## src/rtl/axi_reg_arbiter.sv

```systemverilog
// Two-requester round-robin arbiter driving a single-beat AXI master.
// One transaction in flight; all outputs come straight from flops.
module axi_reg_arbiter #(
   parameter int ADDR_W = 32,
   parameter int ID_W   = 4
) (
   input  logic                clk,
   input  logic                areset,
   input  logic [1:0]          req_i,
   input  logic [1:0]          we_i,
   input  logic [2*ADDR_W-1:0] addr_i,
   input  logic [63:0]         wdata_i,
   input  logic [7:0]          wstrb_i,
   output logic [1:0]          ack_o,
   output logic [31:0]         rdata_o,
   output logic [1:0]          resp_o,
   output logic                busy_o,
   output logic [ID_W-1:0]     m_awid_o,
   output logic [ADDR_W-1:0]   m_awaddr_o,
   output logic                m_awvalid_o,
   input  logic                m_awready_i,
   output logic [ID_W-1:0]     m_wid_o,
   output logic [31:0]         m_wdata_o,
   output logic [3:0]          m_wstrb_o,
   output logic                m_wlast_o,
   output logic                m_wvalid_o,
   input  logic                m_wready_i,
   input  logic [ID_W-1:0]     m_bid_i,
   input  logic [1:0]          m_bresp_i,
   input  logic                m_bvalid_i,
   output logic                m_bready_o,
   output logic [ID_W-1:0]     m_arid_o,
   output logic [ADDR_W-1:0]   m_araddr_o,
   output logic                m_arvalid_o,
   input  logic                m_arready_i,
   input  logic [31:0]         m_rdata_i,
   input  logic                m_rvalid_i,
   output logic                m_rready_o
);

   typedef enum logic [2:0] {
      IDLE,
      WRITE,
      WRESP,
      RADDR,
      RDATA,
      DONE
   } state_e;

   state_e              state_q, state_d;
   logic                grant_q, grant_d;
   logic                last_q, last_d;
   logic [ADDR_W-1:0]   addr_q, addr_d;
   logic [31:0]         wdata_q, wdata_d;
   logic [3:0]          wstrb_q, wstrb_d;
   logic                awvalid_q, awvalid_d;
   logic                wvalid_q, wvalid_d;
   logic                arvalid_q, arvalid_d;
   logic                bready_q, bready_d;
   logic                rready_q, rready_d;
   logic [1:0]          ack_q, ack_d;
   logic                busy_q, busy_d;
   logic [31:0]         rdata_q, rdata_d;
   logic [1:0]          resp_q, resp_d;

   logic                g;
   logic [ID_W-1:0]     id;

   // B ID is not checked: only one transaction is ever outstanding.
   logic                unused_bid;
   assign unused_bid = ^m_bid_i;

   // Winner: sole requester, or on a tie the one not served last.
   always_comb begin
      g = ~last_q;
      if (req_i == 2'b01) g = 1'b0;
      if (req_i == 2'b10) g = 1'b1;
   end

   // Next-state and registered-output logic for the sequencer.
   always_comb begin
      state_d   = state_q;
      grant_d   = grant_q;
      last_d    = last_q;
      addr_d    = addr_q;
      wdata_d   = wdata_q;
      wstrb_d   = wstrb_q;
      awvalid_d = awvalid_q;
      wvalid_d  = wvalid_q;
      arvalid_d = arvalid_q;
      bready_d  = bready_q;
      rready_d  = rready_q;
      ack_d     = 2'b00;
      busy_d    = busy_q;
      rdata_d   = rdata_q;
      resp_d    = resp_q;
      unique case (state_q)
         IDLE: begin
            if (|req_i) begin
               grant_d = g;
               last_d  = g;
               busy_d  = 1'b1;
               addr_d  = g ? addr_i[2*ADDR_W-1:ADDR_W] : addr_i[ADDR_W-1:0];
               wdata_d = g ? wdata_i[63:32] : wdata_i[31:0];
               wstrb_d = g ? wstrb_i[7:4] : wstrb_i[3:0];
               if (we_i[g]) begin
                  awvalid_d = 1'b1;
                  wvalid_d  = 1'b1;
                  state_d   = WRITE;
               end else begin
                  arvalid_d = 1'b1;
                  state_d   = RADDR;
               end
            end
         end
         WRITE: begin
            awvalid_d = awvalid_q & ~m_awready_i;
            wvalid_d  = wvalid_q & ~m_wready_i;
            if (!awvalid_d && !wvalid_d) begin
               bready_d = 1'b1;
               state_d  = WRESP;
            end
         end
         WRESP: begin
            if (m_bvalid_i) begin
               resp_d   = m_bresp_i;
               bready_d = 1'b0;
               ack_d    = grant_q ? 2'b10 : 2'b01;
               state_d  = DONE;
            end
         end
         RADDR: begin
            if (m_arready_i) begin
               arvalid_d = 1'b0;
               rready_d  = 1'b1;
               state_d   = RDATA;
            end
         end
         RDATA: begin
            if (m_rvalid_i) begin
               rdata_d  = m_rdata_i;
               resp_d   = 2'b00;
               rready_d = 1'b0;
               ack_d    = grant_q ? 2'b10 : 2'b01;
               state_d  = DONE;
            end
         end
         DONE: begin
            busy_d  = 1'b0;
            state_d = IDLE;
         end
         default: begin
            state_d = IDLE;
         end
      endcase
   end

   // State and output registers; reset aborts any transaction.
   always_ff @(posedge clk or posedge areset) begin
      if (areset) begin
         state_q   <= IDLE;
         grant_q   <= 1'b0;
         last_q    <= 1'b1;
         addr_q    <= '0;
         wdata_q   <= '0;
         wstrb_q   <= '0;
         awvalid_q <= 1'b0;
         wvalid_q  <= 1'b0;
         arvalid_q <= 1'b0;
         bready_q  <= 1'b0;
         rready_q  <= 1'b0;
         ack_q     <= 2'b00;
         busy_q    <= 1'b0;
         rdata_q   <= '0;
         resp_q    <= 2'b00;
      end else begin
         state_q   <= state_d;
         grant_q   <= grant_d;
         last_q    <= last_d;
         addr_q    <= addr_d;
         wdata_q   <= wdata_d;
         wstrb_q   <= wstrb_d;
         awvalid_q <= awvalid_d;
         wvalid_q  <= wvalid_d;
         arvalid_q <= arvalid_d;
         bready_q  <= bready_d;
         rready_q  <= rready_d;
         ack_q     <= ack_d;
         busy_q    <= busy_d;
         rdata_q   <= rdata_d;
         resp_q    <= resp_d;
      end
   end

   assign id          = {{(ID_W-1){1'b0}}, grant_q};
   assign ack_o       = ack_q;
   assign rdata_o     = rdata_q;
   assign resp_o      = resp_q;
   assign busy_o      = busy_q;
   assign m_awid_o    = id;
   assign m_awaddr_o  = addr_q;
   assign m_awvalid_o = awvalid_q;
   assign m_wid_o     = id;
   assign m_wdata_o   = wdata_q;
   assign m_wstrb_o   = wstrb_q;
   assign m_wlast_o   = 1'b1;
   assign m_wvalid_o  = wvalid_q;
   assign m_bready_o  = bready_q;
   assign m_arid_o    = id;
   assign m_araddr_o  = addr_q;
   assign m_arvalid_o = arvalid_q;
   assign m_rready_o  = rready_q;

endmodule
```

## config.mk

```make
export PLATFORM = sky130hd
export DESIGN_NAME = axi_reg_arbiter
export DESIGN_NICKNAME = d
export VERILOG_FILES = /design/src/rtl/axi_reg_arbiter.sv
export SDC_FILE = /design/constraint.sdc
export NUM_CORES = 1
export LEC_CHECK = 0
export ABC_AREA = 1
export BUFFER_PORTS_ARGS = -buffer_cell sky130_fd_sc_hd__buf_2
export CAP_MARGIN = 20
export CORE_AREA = 2 2 131 133
export CTS_BUF_LIST = sky130_fd_sc_hd__clkbuf_16
export CTS_CLUSTER_DIAMETER = 200
export CTS_CLUSTER_SIZE = 20
export DETAILED_ROUTE_END_ITERATION = 16
export DIE_AREA = 0 0 133 135
export GPL_ROUTABILITY_DRIVEN = 1
export PLACE_DENSITY = 0.64
export SLEW_MARGIN = 20
export SYNTH_ARGS = -nofsm -noshare
export SYNTH_HDL_FRONTEND = slang
export SYNTH_SLANG_ARGS = --single-unit
```

## constraint.sdc

```tcl
create_clock -name clk -period 5.35 [get_ports clk]
set_clock_uncertainty 0.1 [all_clocks]
set_input_delay 1.07 -clock clk [delete_from_list [all_inputs] [get_ports clk]]
set_output_delay 1.07 -clock clk [all_outputs]
set_load 0.005 [all_outputs]
```

# Word level (Yosys, flattened, before mapping)
# Cells that the tools add are included.
[totals]
ff_bits = 115
in_bits = 185
[classes]
n_lt_le_gt_ge = 1
eq_ne = 14
mux = 37
n_bitwise = 5
n_reduce_logical = 20
[op_table]
columns = ["op", "count"]
rows = [
  ["$mux W32", 2],
  ["$mux W3", 5],
  ["$pmux W3 S5", 1],
  ["$mux W1", 14],
  ["$ne A2 B2 Y1 const B", 7],
  ["$mux W2", 6],
  ["$pmux W1 S2", 6],
  ["$reduce_and A3 Y1", 4],
  ["$reduce_bool A2 Y1", 6],
  ["$pmux W2 S2", 2],
  ["$eq A3 B2 Y1 const B", 2],
  ["$eq A3 B3 Y1 const B", 2],
  ["$reduce_and A2 Y1", 3],
  ["$reduce_and A5 Y1", 1],
  ["$mux W4", 1],
  ["$reduce_and A4 Y1", 1],
  ["$eq A3 B1 Y1 const B", 1],
  ["$logic_not A3 Y1", 1],
  ["$not A1 Y1", 3],
  ["$and A1 B1 Y1", 2],
  ["$eq A2 B1 Y1 const B", 1],
  ["$eq A2 B2 Y1 const B", 1],
  ["$logic_not A1 Y1", 2],
  ["$lt A1 B2 Y1 const B", 1],
  ["other kinds (2)", 2],
]

# Depth between registers and ports, before layout
# Gate-level depths: netlist of run 1.
[depth]
depth_word = 8
depth_mapped = 9
ltp_nobuf = 9

# Worst setup path after synthesis of run 1
# OpenSTA, ideal clock, no wires.
[synth_path]
path_kind = "input-to-reg"
startpoint = "input req_i[0]"
endpoint = "register addr_q[13], in the netlist m_araddr_o[13]"
t_arrival_ns = 1.853
setup_slack_ns = 3.278
path_stages = 5
n_path_buf = 2
cell_sequence = "nor2_1 -> nor2_4 -> buf_2 -> buf_6 -> o21a_1"
[synth_between]
elab_chain_cells = 4
[synth_lines]
columns = ["element", "line", "text"]
rows = [
  ["start: declaration", "9", "input logic [1:0] req_i,"],
  ["$eq A2 B1 Y1", "76", "if (req_i == 2'b01) g = 1'b0;"],
  ["$mux W1", "76", ""],
  ["$mux W1", "77", "if (req_i == 2'b10) g = 1'b1;"],
  ["$mux W32", "103", "addr_d = g ? addr_i[2*ADDR_W-1:ADDR_W] : addr_i[ADDR_W-1:0];"],
  ["end signal: assignment", "180", "addr_q <= addr_d;"],
  ["end: declaration", "53", "logic [ADDR_W-1:0] addr_q, addr_d;"],
]
# Parallel ways exist; a longest one is shown, timed or not.
# A chain may end at the register's enable or synchronous reset.

# Final worst setup path of run 1
[layout_path]
startpoint = "input m_rvalid_i"
endpoint = "register resp_q[1], in the netlist resp_o[1]"
[layout_between]
elab_chain_cells = 2
[layout_lines]
columns = ["element", "line", "text"]
rows = [
  ["start: declaration", "37", "input logic m_rvalid_i,"],
  ["$ne A2 B2 Y1 (no line)", "-", ""],
  ["$reduce_and A3 Y1 (no line)", "-", ""],
  ["end signal: assignment", "191", "resp_q <= resp_d;"],
  ["end: declaration", "64", "logic [1:0] resp_q, resp_d;"],
]
# Every way passes these cells.

==> impl_metrics.tcl, run 1 <==
set metrics [dict create \
    status "finished clean" \
    rrSetupSlack_ps 2680 \
    grt_pass1_wl_microns 27100 \
    vias 5514 \
    overflow 0 \
    ctsLongestPathBuffers 2 \
    fillers 1636 \
    clk_pin_slew_ps 60 \
    ctsResizeCount 0 \
    postCtsHoldBufs 0 \
    hold_path_class "flip-flop to flip-flop" \
    grtUsageTotal 0.194 \
    start_kind "input pin" \
    cp-end-kind "flip-flop" \
    placed_cell_area_sq_mm 0.00713 \
    slew_viol_final 0 \
    ys_warn_count 0 \
    critPathRequiredTime_ps 5550 \
    start_util 0.346 \
    drive_gt1_frac 0.390 \
    power_leakage_uw 0.00401 \
    reg2reg_to "resp_o[1]" \
    viasPerCell 4.68 \
    pwr_density_cell_mw_per_mm2 582 \
    setup_viol 0 \
    synth_area_sq_mm 0.00568 \
    layout.nets 1129 \
    path_max_fanout 34 \
    rsz0062_at_grt "false" \
    slowest_stage "nor2_4" \
    synthCells 672 \
    max-cap-violations 0 \
    finalWirelength_microns 17500 \
    power_uw 4470 \
    min_period_over_period 0.501 \
    cts_setup_buffers 0 \
    fin_area_sq_mm 0.00768 \
    dieHeight_microns 135 \
    worstSetupPathType "input pin to flip-flop" \
    remaining_drc_errors 0 \
    dp_slack_ps 2190 \
    worst_slack_ps 2670 \
    synth_top_area_frac 0.502 \
    clockRootBuffer "clkbuf_16" \
    slew_headroom 0.367 \
    crit_top_cell "nand2_1" \
    hold_start "rdata_o[7]" \
    dp_hpwl_microns 12400 \
    syn_avg_cell_area_sq_um 8.45 \
    area_delta_synth_final_pct 35.3 \
    path_cells "buf_2 > inv_1 > nor2_4 > inv_2 > nand2_1 > inv_2 > nand2_1 > nand2_1" \
    finalHoldViolations 0 \
    synthTopCellsByArea "dfrtp_1 (50%), nand2_1 (13%), nand3_1 (13%), o21a_1 (9.1%), buf_4 (6.5%)" \
    synth_top_cell_by_area "dfrtp_1" \
    layout_commonest_cell "buf_2" \
    r2r_cells 8 \
    cts_tree "built" \
    cpPeakStageDelay_ps 680 \
    max_freq_mhz 373 \
    r2r_start "state_q[1]" \
    portBuffers 325 \
    period_needed_ps 2680 \
    cts_num_sinks 115 \
    tns_ps 0 \
    max_slew.worst_pin.slew_ps 946 \
    drt_first_iter_violations 300 \
    startpoint "m_rvalid_i" \
    die_area_sq_mm 0.0180 \
    final_core_util 0.468 \
    cp.arrival_ps 2880 \
    io_pins 340 \
    final_cell_mix "buf_2 (325), nand2_1 (204), nand3_1 (145)" \
    ant_nets 0 \
    synth-seq-cells 115 \
    peakVddDrop_mv 0.215 \
    antenna_found_initial 2 \
    cts_inserted_buffers 17 \
    critPathCapture "resp_o[1]" \
    dr.pass1.iters 6 \
    grt_max_degree 72 \
    rows 47 \
    htree_num_levels 4 \
    wl_per_cell_microns 14.9 \
    synthDistinctLibCells 22 \
    coreArea_sq_mm 0.0164 \
    ys_seq_area_frac 0.507 \
    die_w_microns 133 \
    grt_pass1_vias 5228 \
    gp_congestion 0.834 \
    clock_latency_ps 410 \
]
[sequential cells by signal, indices dropped and copies added (netlist names)]
| name | flops |
|---|---|
| rdata_o | 32 |
| m_wstrb_o | 4 |
| grant_q | 1 |
| m_awvalid_o | 1 |
| last_q | 1 |
| m_bready_o | 1 |
| m_rready_o | 1 |
| busy_o | 1 |
| m_wdata_o | 32 |
| m_arvalid_o | 1 |
| ack_o | 2 |
| m_araddr_o | 32 |
| resp_o | 2 |
| state_q | 3 |
| m_wvalid_o | 1 |
[critical path, delay by kind of cell]
family        cells  cell delay, ps
buf+inv           4             730
simple gates      4            1070
[synth_stat cells]
cell type  count
a21oi_1        4
buf_1          4
buf_2         18
buf_4         49
buf_6          2
clkbuf_1      14
conb_1         2
dfrtp_1      114
dfstp_2        1
inv_1         13
inv_2          6
nand2_1      204
nand2_2        4
nand3_1      145
nand3b_1       1
nor2_1        11
nor2_2         1
nor2_4         2
nor3_1         1
o21a_1        69
o21ai_0        2
o21ai_1        5
[layout make-up]
cell class | instances | area [sq um] | share of cell area
sequential | 115 | 2880 | 0.375
timing repair buffer | 332 | 1690 | 0.220
clock buffer | 17 | 425 | 0.0554
clock inverter | 14 | 123 | 0.0160
inverter | 19 | 73.8 | 0.00961
multi-input combinational | 459 | 2210 | 0.288
tap | 220 | 275 | 0.0358
antenna | 1 | 2.50 | 0.000326
[how the worst min path moves through the flow]
stage                        endpoint  slack [ps]  cells after the start
after floorplan            m_rready_o         370                      2
after global placement    rdata_o[31]         350                      2
after detailed placement   rdata_o[3]         350                      2
after CTS                  rdata_o[3]         370                      2
after global routing      rdata_o[31]         380                      2
final                      rdata_o[7]         360                      2
[kinds of logic (layout without fill, tap and decap cells)]
kind of cell	count (synthesis)	count (layout)	share of synthesized area
other cells	2	11	0.00132
simple gates	369	369	0.282
buf+inv	106	382	0.109
compound gates	80	80	0.101
flops	115	115	0.507
[through the flow]
step                      std cells  hold slack (ps)
after floorplan                 680              365
after global placement         1145              349
after detailed placement       1145              353
after CTS                      1176              366
after global routing           1177              381
final                          1177              363
[metal layers]
layer / global-route usage / routed length (microns) / up-vias
li1: - / - / 2711
met1: 0.240 / 7610 / 2557
met2: 0.330 / 8550 / 225
met3: 0.0484 / 1100 / 21
met4: 0.0693 / 265 / 0
met5: 0 / 0 / -
[report_power, final]
part	internal (uW)	total [uW]	switching (uW)
Sequential	1300	1580	273
Clock	669	1060	393
Combinational	851	1830	976
(Power assumes the default switching activity.)
==> run 2, diff against run 1 <==
- clock period: 5.35 -> 2.6 ns (I/O delays scaled with it)
==> run 2 against run 1 <==
  * Utilization is 0.95 points higher
  * Register-to-register slack lost 2100 ps
  * Via count fell by 1.1%
  * Largest cell class unchanged
  * Largest power group unchanged
  * Highest routed layer unchanged
==> impl_metrics.tcl, run 2 (synthesized netlist as in run 1, its figures left out) <==
set metrics [dict create \
    grt_pass1_vias 5065 \
    rrSetupSlack_ps 570 \
    remaining_drc_errors 0 \
    pwr_density_cell_mw_per_mm2 1230 \
    grtUsageTotal 0.189 \
    cp.arrival_ps 2230 \
    hold_path_class "input pin to asynchronous set/reset pin" \
    worstSetupPathType "flip-flop to flip-flop" \
    fin_area_sq_mm 0.00784 \
    vias 5451 \
    portBuffers 325 \
    cts_tree "built" \
    gp_congestion 0.802 \
    period_needed_ps 2030 \
    status "finished clean" \
    rows 47 \
    min_period_over_period 0.779 \
    slew_viol_final 0 \
    multi_input_area_sq_mm 0.00221 \
    final_cell_mix "buf_2 (325), nand2_1 (204), nand3_1 (145)" \
    cts_inserted_buffers 17 \
    layout.nets 1129 \
    critPathRequiredTime_ps 2800 \
    die_w_microns 133 \
    cts_num_sinks 115 \
    viasPerCell 4.63 \
    start_kind "flip-flop" \
    slowest_stage "dfrtp_1" \
    coreArea_sq_mm 0.0164 \
    rsz0062_at_grt "false" \
    drive_gt1_frac 0.396 \
    diodes 0 \
    reg2reg_to "m_araddr_o[1]" \
    path_max_fanout 139 \
    worst_slack_ps 575 \
    ant_nets 0 \
    cp-end-kind "flip-flop" \
    start_util 0.346 \
    dr.pass1.iters 4 \
    power_uw 9600 \
    htree_num_levels 4 \
    wl_per_cell_microns 14.5 \
    startpoint "state_q[1]" \
    r2r_cells 6 \
    dp_hpwl_microns 11800 \
    grt_pass1_wl_microns 26600 \
    max-cap-violations 0 \
    max_slew.worst_pin.slew_ps 625 \
    drt_first_iter_violations 332 \
    die_area_sq_mm 0.0180 \
    grt_max_degree 140 \
    ff_latch_area_sq_mm 0.00288 \
    antenna_found_initial 0 \
    final_core_util 0.478 \
    dieHeight_microns 135 \
    finalWirelength_microns 17100 \
    placed_cell_area_sq_mm 0.00718 \
    fillers 1619 \
    overflow 0 \
    clk_pin_slew_ps 60 \
    path_cells "nor2_2 > nand2_2 > nor2_4 > buf_12 > nand3_1 > o21a_1" \
    r2r_start "state_q[1]" \
    setup_viol 0 \
    ctsResizeCount 0 \
    cpPeakStageDelay_ps 450 \
    io_pins 340 \
    max_freq_mhz 494 \
    ctsLongestPathBuffers 2 \
    area_delta_synth_final_pct 38.0 \
    dp_slack_ps 614 \
    critPathCapture "m_araddr_o[1]" \
    clock_latency_ps 420 \
    finalHoldViolations 0 \
    peakVddDrop_mv 0.453 \
    postCtsHoldBufs 0 \
    tns_ps 0 \
    power_leakage_uw 0.00407 \
    layout_commonest_cell "buf_2" \
    slew_headroom 0.583 \
    cts_setup_buffers 0 \
    clockRootBuffer "clkbuf_16" \
]
run 2: worst max-delay path, delay by kind of cell, from the launching register on:
kind                   cells  cell delay, ps
and+or+nand+nor            4             670
DFF                        1             450
buffers and inverters      1             440
AOI/OAI and AO/OA          1             160
run 2: per-stage QoR:
stage / hold WS (ps) / cells
floorplan: 365 / 680
global route: 178 / 1177
finish: 181 / 1177
CTS: 178 / 1177
global placement: 350 / 1145
detailed placement: 353 / 1145
run 2: final cells by class:
class	instances	area share
clock inverter	15	0.0294
timing repair buffer	332	0.222
sequential	115	0.367
multi-input combinational	459	0.282
inverter	19	0.00958
tap	220	0.0351
clock buffer	17	0.0543
run 2: worst min path at each step:
stage / startpoint / to / cells after the start
after global placement: rdata_o[12] / rdata_o[12] / 2
after floorplan: m_rready_o / m_rready_o / 2
after detailed placement: rdata_o[25] / rdata_o[25] / 2
final: areset / rdata_o[27] / 3
after CTS: m_rdata_i[11] / rdata_o[11] / 3
after global routing: m_rdata_i[25] / rdata_o[25] / 3
run 2: metal layers:
metal  vias to the layer above  part of all wire  GRT usage  wire (microns)
met5                         -                 0          0               0
met4                         0             0.012     0.0621             207
met3                        17             0.065     0.0552            1120
met2                       218              0.50      0.318            8580
met1                      2504              0.42      0.234            7210
li1                       2712                 -          -               -
run 2: power breakdown:
group	internal, uW	switching [uW]
Combinational	1770	2030
Clock	1710	870
Sequential	2680	537
